$ cat src/rtl/z3_slave_ctrl.sv
// z3_slave_ctrl: Zorro III slave-cycle decoder; terminates on a target dtack or a
// saturating WAIT timeout, and rearms only after seeing the strobe released in IDLE.
module z3_slave_ctrl #(
    parameter int TIMEOUT_CYCLES = 63,
    parameter int CNT_W = 8
) (
    input  logic       CLK,
    input  logic       RESET_n,
    input  logic       FCS_n,
    input  logic [7:0] ADDR_HI,
    input  logic       READ_pin,
    input  logic       configured,
    input  logic [7:0] base_addr,
    input  logic       sid_dtack,
    input  logic       scsi_dtack,
    output logic       slave_cycle,
    output logic       READ,
    output logic       dtack,
    output logic       timeout
);
    typedef enum logic [2:0] {S_IDLE, S_DECODE, S_WAIT, S_TERM, S_IGNORE} state_t;
    localparam logic [CNT_W-1:0] LAST = CNT_W'(TIMEOUT_CYCLES - 1);
    state_t           state_q;
    logic [1:0]       fcs_sync_q, rd_sync_q, vld_q;
    logic [7:0]       addr_q;
    logic [CNT_W-1:0] cnt_q;
    logic             armed_q, slave_q, read_q, dtack_q, timeout_q;
    logic             fcs_s;
    assign fcs_s       = ~fcs_sync_q[1];
    assign slave_cycle = slave_q;
    assign READ        = read_q;
    assign dtack       = dtack_q;
    assign timeout     = timeout_q;
    // vld_q masks the reset value of the synchronizer so a strobe held low across reset cannot arm us
    always_ff @(posedge CLK or negedge RESET_n) begin
        if (!RESET_n) begin
            state_q    <= S_IDLE;
            fcs_sync_q <= 2'b11;
            rd_sync_q  <= 2'b00;
            vld_q      <= 2'b00;
            addr_q     <= 8'h00;
            cnt_q      <= '0;
            armed_q    <= 1'b0;
            slave_q    <= 1'b0;
            read_q     <= 1'b0;
            dtack_q    <= 1'b0;
            timeout_q  <= 1'b0;
        end else begin
            fcs_sync_q <= {fcs_sync_q[0], FCS_n};
            rd_sync_q  <= {rd_sync_q[0], READ_pin};
            vld_q      <= {vld_q[0], 1'b1};
            timeout_q  <= 1'b0;
            case (state_q)
                S_IDLE: begin
                    if (fcs_s && armed_q) begin
                        addr_q  <= ADDR_HI;
                        read_q  <= rd_sync_q[1];
                        armed_q <= 1'b0;
                        state_q <= S_DECODE;
                    end else if (!fcs_s && vld_q[1]) begin
                        armed_q <= 1'b1;
                    end
                end
                S_DECODE: begin
                    if (configured && addr_q == base_addr) begin
                        slave_q <= 1'b1;
                        cnt_q   <= '0;
                        state_q <= S_WAIT;
                    end else begin
                        read_q  <= 1'b0;
                        state_q <= S_IGNORE;
                    end
                end
                S_WAIT: begin
                    if (!fcs_s) begin
                        slave_q <= 1'b0;
                        read_q  <= 1'b0;
                        state_q <= S_IDLE;
                    end else if (sid_dtack || scsi_dtack) begin
                        dtack_q <= 1'b1;
                        state_q <= S_TERM;
                    end else if (cnt_q == LAST) begin
                        dtack_q   <= 1'b1;
                        timeout_q <= 1'b1;
                        state_q   <= S_TERM;
                    end else if (cnt_q != '1) begin
                        cnt_q <= cnt_q + 1'b1;
                    end
                end
                S_TERM: begin
                    if (!fcs_s) begin
                        dtack_q <= 1'b0;
                        slave_q <= 1'b0;
                        read_q  <= 1'b0;
                        state_q <= S_IDLE;
                    end
                end
                S_IGNORE: begin
                    if (!fcs_s) state_q <= S_IDLE;
                end
                default: state_q <= S_IDLE;
            endcase
        end
    end
endmodule
$ cat config.mk
export PLATFORM = sky130hd
export DESIGN_NAME = z3_slave_ctrl
export DESIGN_NICKNAME = d
export VERILOG_FILES = /design/src/rtl/z3_slave_ctrl.sv
export SDC_FILE = /design/constraint.sdc
export NUM_CORES = 1
export LEC_CHECK = 0
export ABC_CLOCK_PERIOD_IN_PS = 1700
export BUFFER_PORTS_ARGS = -buffer_cell sky130_fd_sc_hd__buf_2
export CAP_MARGIN = 25
export CORE_ASPECT_RATIO = 1.75
export CORE_MARGIN = 5
export CORE_UTILIZATION = 45
export DETAILED_ROUTE_END_ITERATION = 8
export GPL_TIMING_DRIVEN = 0
export PLACE_DENSITY = 0.69
export RECOVER_POWER = 25
export SLEW_MARGIN = 20
export SYNTH_ARGS = -nofsm -noshare
export SYNTH_HDL_FRONTEND = slang
export SYNTH_SLANG_ARGS = --single-unit
export TNS_END_PERCENT = 100
$ cat constraint.sdc
create_clock -name CLK -period 1.7 [get_ports CLK]
set_input_delay 0.255 -clock CLK [delete_from_list [all_inputs] [get_ports CLK]]
set_output_delay 0.255 -clock CLK [all_outputs]
set_load 0.02 [all_outputs]
==> impl_metrics.json, run 1 <==
{
  "outcome": "complete, but fails checks",
  "violations": "max-capacitance violations, max-slew violations, negative setup slack",
  "io_pins": 27,
  "dpl.hpwl_um": 2450,
  "drive_gt1_frac": 0.408,
  "grt_util_met1": 0.190,
  "clock_sinks": 30,
  "grt_start_max_net_pins": 31,
  "rr_endpoint": "cnt_q[5]",
  "syn_area_um2": 1550,
  "track_usage": 0.172,
  "critPathRequiredTime_ns": 1.93,
  "startpoint_type": "register",
  "synth.distinct_cells": 44,
  "setup-violations-final": 8,
  "fmax_mhz": 569,
  "cap_violations": 1,
  "postLayoutSetupSlackWorst_ns": -0.0583,
  "die-width_um": 54.4,
  "grt_pass1_wl_um": 6000,
  "peakVddDrop_mv": 1.01,
  "slowest_delay_ns": 0.39,
  "die_h_um": 87.6,
  "post-route-period-util": 1.03,
  "port_buffers": 26,
  "ys_seq_area_frac": 0.486,
  "synth.area.top_cells": "dfrtp_1 (45%), mux2_2 (5.8%), xor2_1 (4.0%), dfstp_2 (3.4%), nand2_1 (2.7%)",
  "cts.reportedPaths.clkPinSlew_ns": 0.07,
  "cts_max_level": 2,
  "fin_skew_ns": 0.00469,
  "synth_warnings": 0,
  "worstHoldStart": "FCS_n",
  "antenna_found_initial": 0,
  "place_ws_ns": -0.295,
  "antennaDiodeCount": 0,
  "power_density_nw_per_um2": 1270,
  "crit_chain": "xor2_1, nor4_2, nand4_1, buf_4, a211oi_2, a211o_1",
  "worstReg2RegStart": "addr_q[2]",
  "critPathKind": "register to register",
  "syn_avg_cell_area_um2": 10.5,
  "drcViolationCount": 0,
  "start_util": 0.461,
  "synth_top_flop_cell": "dfrtp_1",
  "synth_edf_count": 0,
  "drt-initial-drc-count": 34,
  "gp_congestion": 0.898,
  "worst_hold_slack_ns": 0.0648,
  "final_common_cell": "dfrtp_1",
  "yosysTopAreaCell": "dfrtp_1",
  "arrival_ns": 1.99,
  "wirelength_um": 3530,
  "relSlewSlack": -0.0525,
  "path_delay_family": "simple AND/OR/NAND/NOR gates",
  "insertion_delay_ns": 0.28,
  "fin_total_pwr_mw": 2.56,
  "numCtsBuffers": 5,
  "hold_path_end": "fcs_sync_q[0]",
  "whs_path_depth": 1,
  "layout.cells.non_filler": 236,
  "drv_slew": 31,
  "cts_tree": "yes",
  "utilization": 0.597,
  "tightest_slew_ns": 1.58,
  "synth_nets": 173,
  "die_area_um2": 4760,
  "hold_buffers": 0,
  "final_area_um2": 2010,
  "grt_most_used_layer": "met2",
  "async_flop_share": 1.00,
  "critPathMaxFanout": 4,
  "p_leak_nw": 0.860,
  "viasPerCell": 5.52,
  "r2r_slack_ns": -0.06,
  "clock_path_buffers": 2,
  "row_count": 28,
  "synth_top_area_frac": 0.452,
  "vias": 1303,
  "placedInstanceArea_um2": 1740,
  "firstDrtPassIters": 4,
  "ys_ff_latch": 30,
  "grt_pass1_vias": 1373,
  "ff2ff_path_depth": 6,
  "hold_path.class": "input pin to register",
  "hold_viol_final": 0,
  "core_area_um2": 3360,
  "gr-total-overflow": 0,
  "synth_cells": 148,
  "period_minus_slack_ns": 1.76,
  "dp.cells": 219,
  "ant_nets": 0,
  "fin_tns_setup_ns": -0.260,
  "gr-usage-met3": 0.0477,
  "final_cell_mix": "dfrtp_1 (26), buf_2 (25), nand2_1 (10), buf_4 (9), mux2_2 (8)",
  "crit_buf_inv": 1,
  "cp-end-kind": "register",
  "wire_per_inst_um": 15.0,
  "cts_root_buf": "clkbuf_8",
  "use_met2": 0.292,
  "cpMaxStageDelayCell": "dfrtp_1",
  "syn2layout_area_growth_pct": 29.6,
  "fin_nets": 215,
  "rsz0062_at_grt": "true"
}
-- final cells by class --
class / instances / area [um2]
fillers: 303 / 1360
plain buffers: 3 / 21.3
inverters: 6 / 22.5
flip-flops and latches: 30 / 756
well taps: 45 / 56.3
clock buffers: 5 / 68.8
multi-input cells: 108 / 831
repair buffers: 36 / 208
clock inverters: 3 / 45.0
-- cell families (layout without fill, tap and decap cells) --
group / count (synthesis) / count (layout) / share of synthesized area
other cells: 1 / 1 / 0.00242
mux: 9 / 9 / 0.0646
simple gates: 51 / 51 / 0.198
compound gates: 37 / 37 / 0.158
xor+xnor: 8 / 8 / 0.0452
buf+inv: 10 / 53 / 0.0291
fa+ha+maj: 2 / 2 / 0.0162
flops: 30 / 30 / 0.486
-- registers in the layout, summed over array words and instances, names as in the netlist --
name	count
fcs_sync_q	2
rd_sync_q	2
slave_cycle	1
armed_q	1
cnt_q	8
state_q	3
dtack	1
timeout	1
READ	1
addr_q	8
vld_q	2
-- metal layers --
metal	share of wire	vias up
met5	0	-
met4	0.014	0
met3	0.059	5
met2	0.56	35
met1	0.37	640
li1	-	623
-- cell usage after synthesis (all sizes together) (3+ instances only) --
cell type,number
inv,6
nor2,7
a31oi,6
a22oi,3
a21oi,7
nor3,6
xor2,7
clkbuf,3
nor2b,4
nor3b,3
a211oi,4
o21ai,8
nand3,4
mux2,8
nand2,12
dfrtp,28
nand4,3
-- what timing repair did --
| item | in CTS | in global routing |
|---|---|---|
| endpoints found under the hold margin | 0 | 0 |
| pin swaps | 8 | 5 |
| buffers inserted | 7 | 3 |
| resized for setup | 11 | 12 |
| setup endpoints to repair | 16 | 18 |
-- power breakdown --
| part | switching (mW) | internal (mW) | total, mW |
|---|---|---|---|
| clock | 0.284 | 0.435 | 0.719 |
| combinational | 0.396 | 0.401 | 0.797 |
| sequential | 0.150 | 0.890 | 1.04 |
-- worst max path at each step --
stage	from	to	slack, ns	depth (start not counted)
floorplan	addr_q[0]	cnt_q[1]	0.02	5
global placement	base_addr[0]	cnt_q[1]	-0.23	6
detailed placement	base_addr[0]	cnt_q[1]	-0.30	6
CTS	addr_q[2]	cnt_q[7]	-0.05	5
global route	state_q[1]	cnt_q[5]	-0.17	6
finish	addr_q[2]	cnt_q[5]	-0.06	6
Note: power is estimated with default switching activity, not from simulation.
==> run 2: changes to the inputs <==
--- a/config.mk
+++ b/config.mk
@@ -15,6 +15,7 @@
 export GPL_TIMING_DRIVEN = 0
 export PLACE_DENSITY = 0.69
 export RECOVER_POWER = 25
+export SETUP_SLACK_MARGIN = 0.15
 export SLEW_MARGIN = 20
 export SYNTH_ARGS = -nofsm -noshare
 export SYNTH_HDL_FRONTEND = slang
==> run 2 against run 1 <==
The flow finishes with violations (negative setup slack); fmax is 0.78% lower; critical endpoint is now cnt_q[2]; combinational power is 21% higher; clock power is 2% lower; sequential power hardly changed; register-to-register slack hardly changed; global-route usage hardly changed; utilization is 2.7 points higher.
==> impl_metrics.json, run 2 (synthesized netlist as in run 1, its figures left out) <==
{
  "outcome": "complete, but fails checks",
  "violations": "negative setup slack",
  "fin_skew_ns": 0.00877,
  "core_area_um2": 3360,
  "antenna_found_initial": 0,
  "fin_nets": 219,
  "viasPerCell": 5.64,
  "place_ws_ns": -0.330,
  "power_density_nw_per_um2": 1290,
  "relSlewSlack": 0.554,
  "ant_nets": 0,
  "cts_max_level": 2,
  "cp-end-kind": "register",
  "fillers": 289,
  "port_buffers": 26,
  "hold_viol_final": 0,
  "row_count": 28,
  "multi_input_comb_area_um2": 891,
  "drcViolationCount": 0,
  "hold_path.class": "input pin to asynchronous set/reset pin",
  "io_pins": 27,
  "post-route-period-util": 1.04,
  "drive_gt1_frac": 0.446,
  "track_usage": 0.171,
  "arrival_ns": 1.98,
  "dpl.hpwl_um": 2480,
  "critPathRequiredTime_ns": 1.90,
  "peakVddDrop_mv": 0.935,
  "period_minus_slack_ns": 1.77,
  "cts_root_buf": "clkbuf_8",
  "cts_tree": "yes",
  "die_h_um": 87.6,
  "insertion_delay_ns": 0.28,
  "grt_pass1_vias": 1356,
  "grt_pass1_wl_um": 5910,
  "critPathMaxFanout": 8,
  "die-width_um": 54.4,
  "setup-violations-final": 7,
  "fin_tns_setup_ns": -0.239,
  "worst_hold_slack_ns": 0.000748,
  "die_area_um2": 4760,
  "rsz0062_at_grt": "true",
  "antennaDiodeCount": 0,
  "gr-total-overflow": 0,
  "tightest_slew_ns": 0.669,
  "r2r_slack_ns": -0.07,
  "drt-initial-drc-count": 29,
  "cap_violations": 0,
  "clock_sinks": 30,
  "vias": 1354,
  "fmax_mhz": 564,
  "startpoint_type": "register",
  "p_leak_nw": 0.924,
  "wirelength_um": 3680,
  "syn2layout_area_growth_pct": 35.5,
  "gp_congestion": 0.872,
  "grt_start_max_net_pins": 31,
  "drv_slew": 0,
  "firstDrtPassIters": 4,
  "critPathKind": "register to register",
  "seq_area_um2": 756,
  "biggestRegsByFlops": "addr_q: 8 flops, cnt_q: 8 flops, state_q: 3 flops",
  "cts.reportedPaths.clkPinSlew_ns": 0.07,
  "postLayoutSetupSlackWorst_ns": -0.0721,
  "numCtsBuffers": 5,
  "wire_per_inst_um": 15.3,
  "final_cell_mix": "dfrtp_1 (26), buf_2 (26), buf_4 (14), nand2_1 (8), mux2_2 (8)",
  "clock_path_buffers": 2,
  "start_util": 0.461
}
run 2: cell types whose count changed in the layout (fill, tap and decap cells not counted), sizes merged:
cell	before	now
buf	36	42
clkbuf	8	7
clkinvlp	2	1
run 2: critical path, cell delays in order (launching register included):
cell	delay, ns
dfrtp_1	0.45
nand4_1	0.23
nor4_1	0.37
a311o_1	0.27
buf_6	0.16
a21oi_4	0.04
a31oi_1	0.17
run 2: final timing paths:
| check | start | endpoint | depth (start not counted) |
|---|---|---|---|
| setup / recovery | cnt_q[3] | cnt_q[2] | 6 |
| hold / removal | RESET_n | cnt_q[0] | 1 |
| setup reg to reg | cnt_q[3] | cnt_q[2] | 6 |
| hold reg to reg | rd_sync_q[0] | rd_sync_q[1] | 0 |
| max in group asynchronous | RESET_n | state_q[1] | 1 |
| min in group CLK | FCS_n | fcs_sync_q[0] | 1 |
run 2: power breakdown:
group / internal (mW) / leakage [nW] / switching [mW] / total, mW
clock: 0.437 / 0.0514 / 0.267 / 0.704
combinational: 0.483 / 0.514 / 0.479 / 0.962
sequential: 0.889 / 0.359 / 0.153 / 1.04
total: 1.81 / 0.924 / 0.899 / 2.71
run 2: cell type report:
| class | count | share of cell area |
|---|---|---|
| inverters | 6 | 0.0107 |
| clock buffers | 6 | 0.0346 |
| well taps | 45 | 0.0268 |
| multi-input cells | 108 | 0.425 |
| clock inverters | 2 | 0.0179 |
| repair buffers | 40 | 0.114 |
| plain buffers | 3 | 0.0113 |
| flip-flops and latches | 30 | 0.360 |
run 2: per-layer routing:
metal / global-route usage / wire (um)
met1: 0.183 / 1320
met2: 0.287 / 2040
met3: 0.0545 / 185
met4: 0.0975 / 133
met5: 0 / 0
run 2: metrics by stage:
step	cells	utilization	total power [mW]	cell area, um2
after CTS	231	0.580	2.57	1950
final	240	0.624	2.71	2100
after detailed placement	219	0.519	1.72	1750
after floorplan	148	-	1.54	1560
after global placement	219	0.519	1.68	1750
after global routing	240	0.624	2.87	2100
run 2: repair_timing:
action / in CTS / in global routing
gates resized for setup: 13 / 21
buffers inserted: 5 / 9
hold buffers: 0 / 0
cloned: 0 / 0
setup endpoints to repair: 20 / 19
pin swaps: 5 / 18
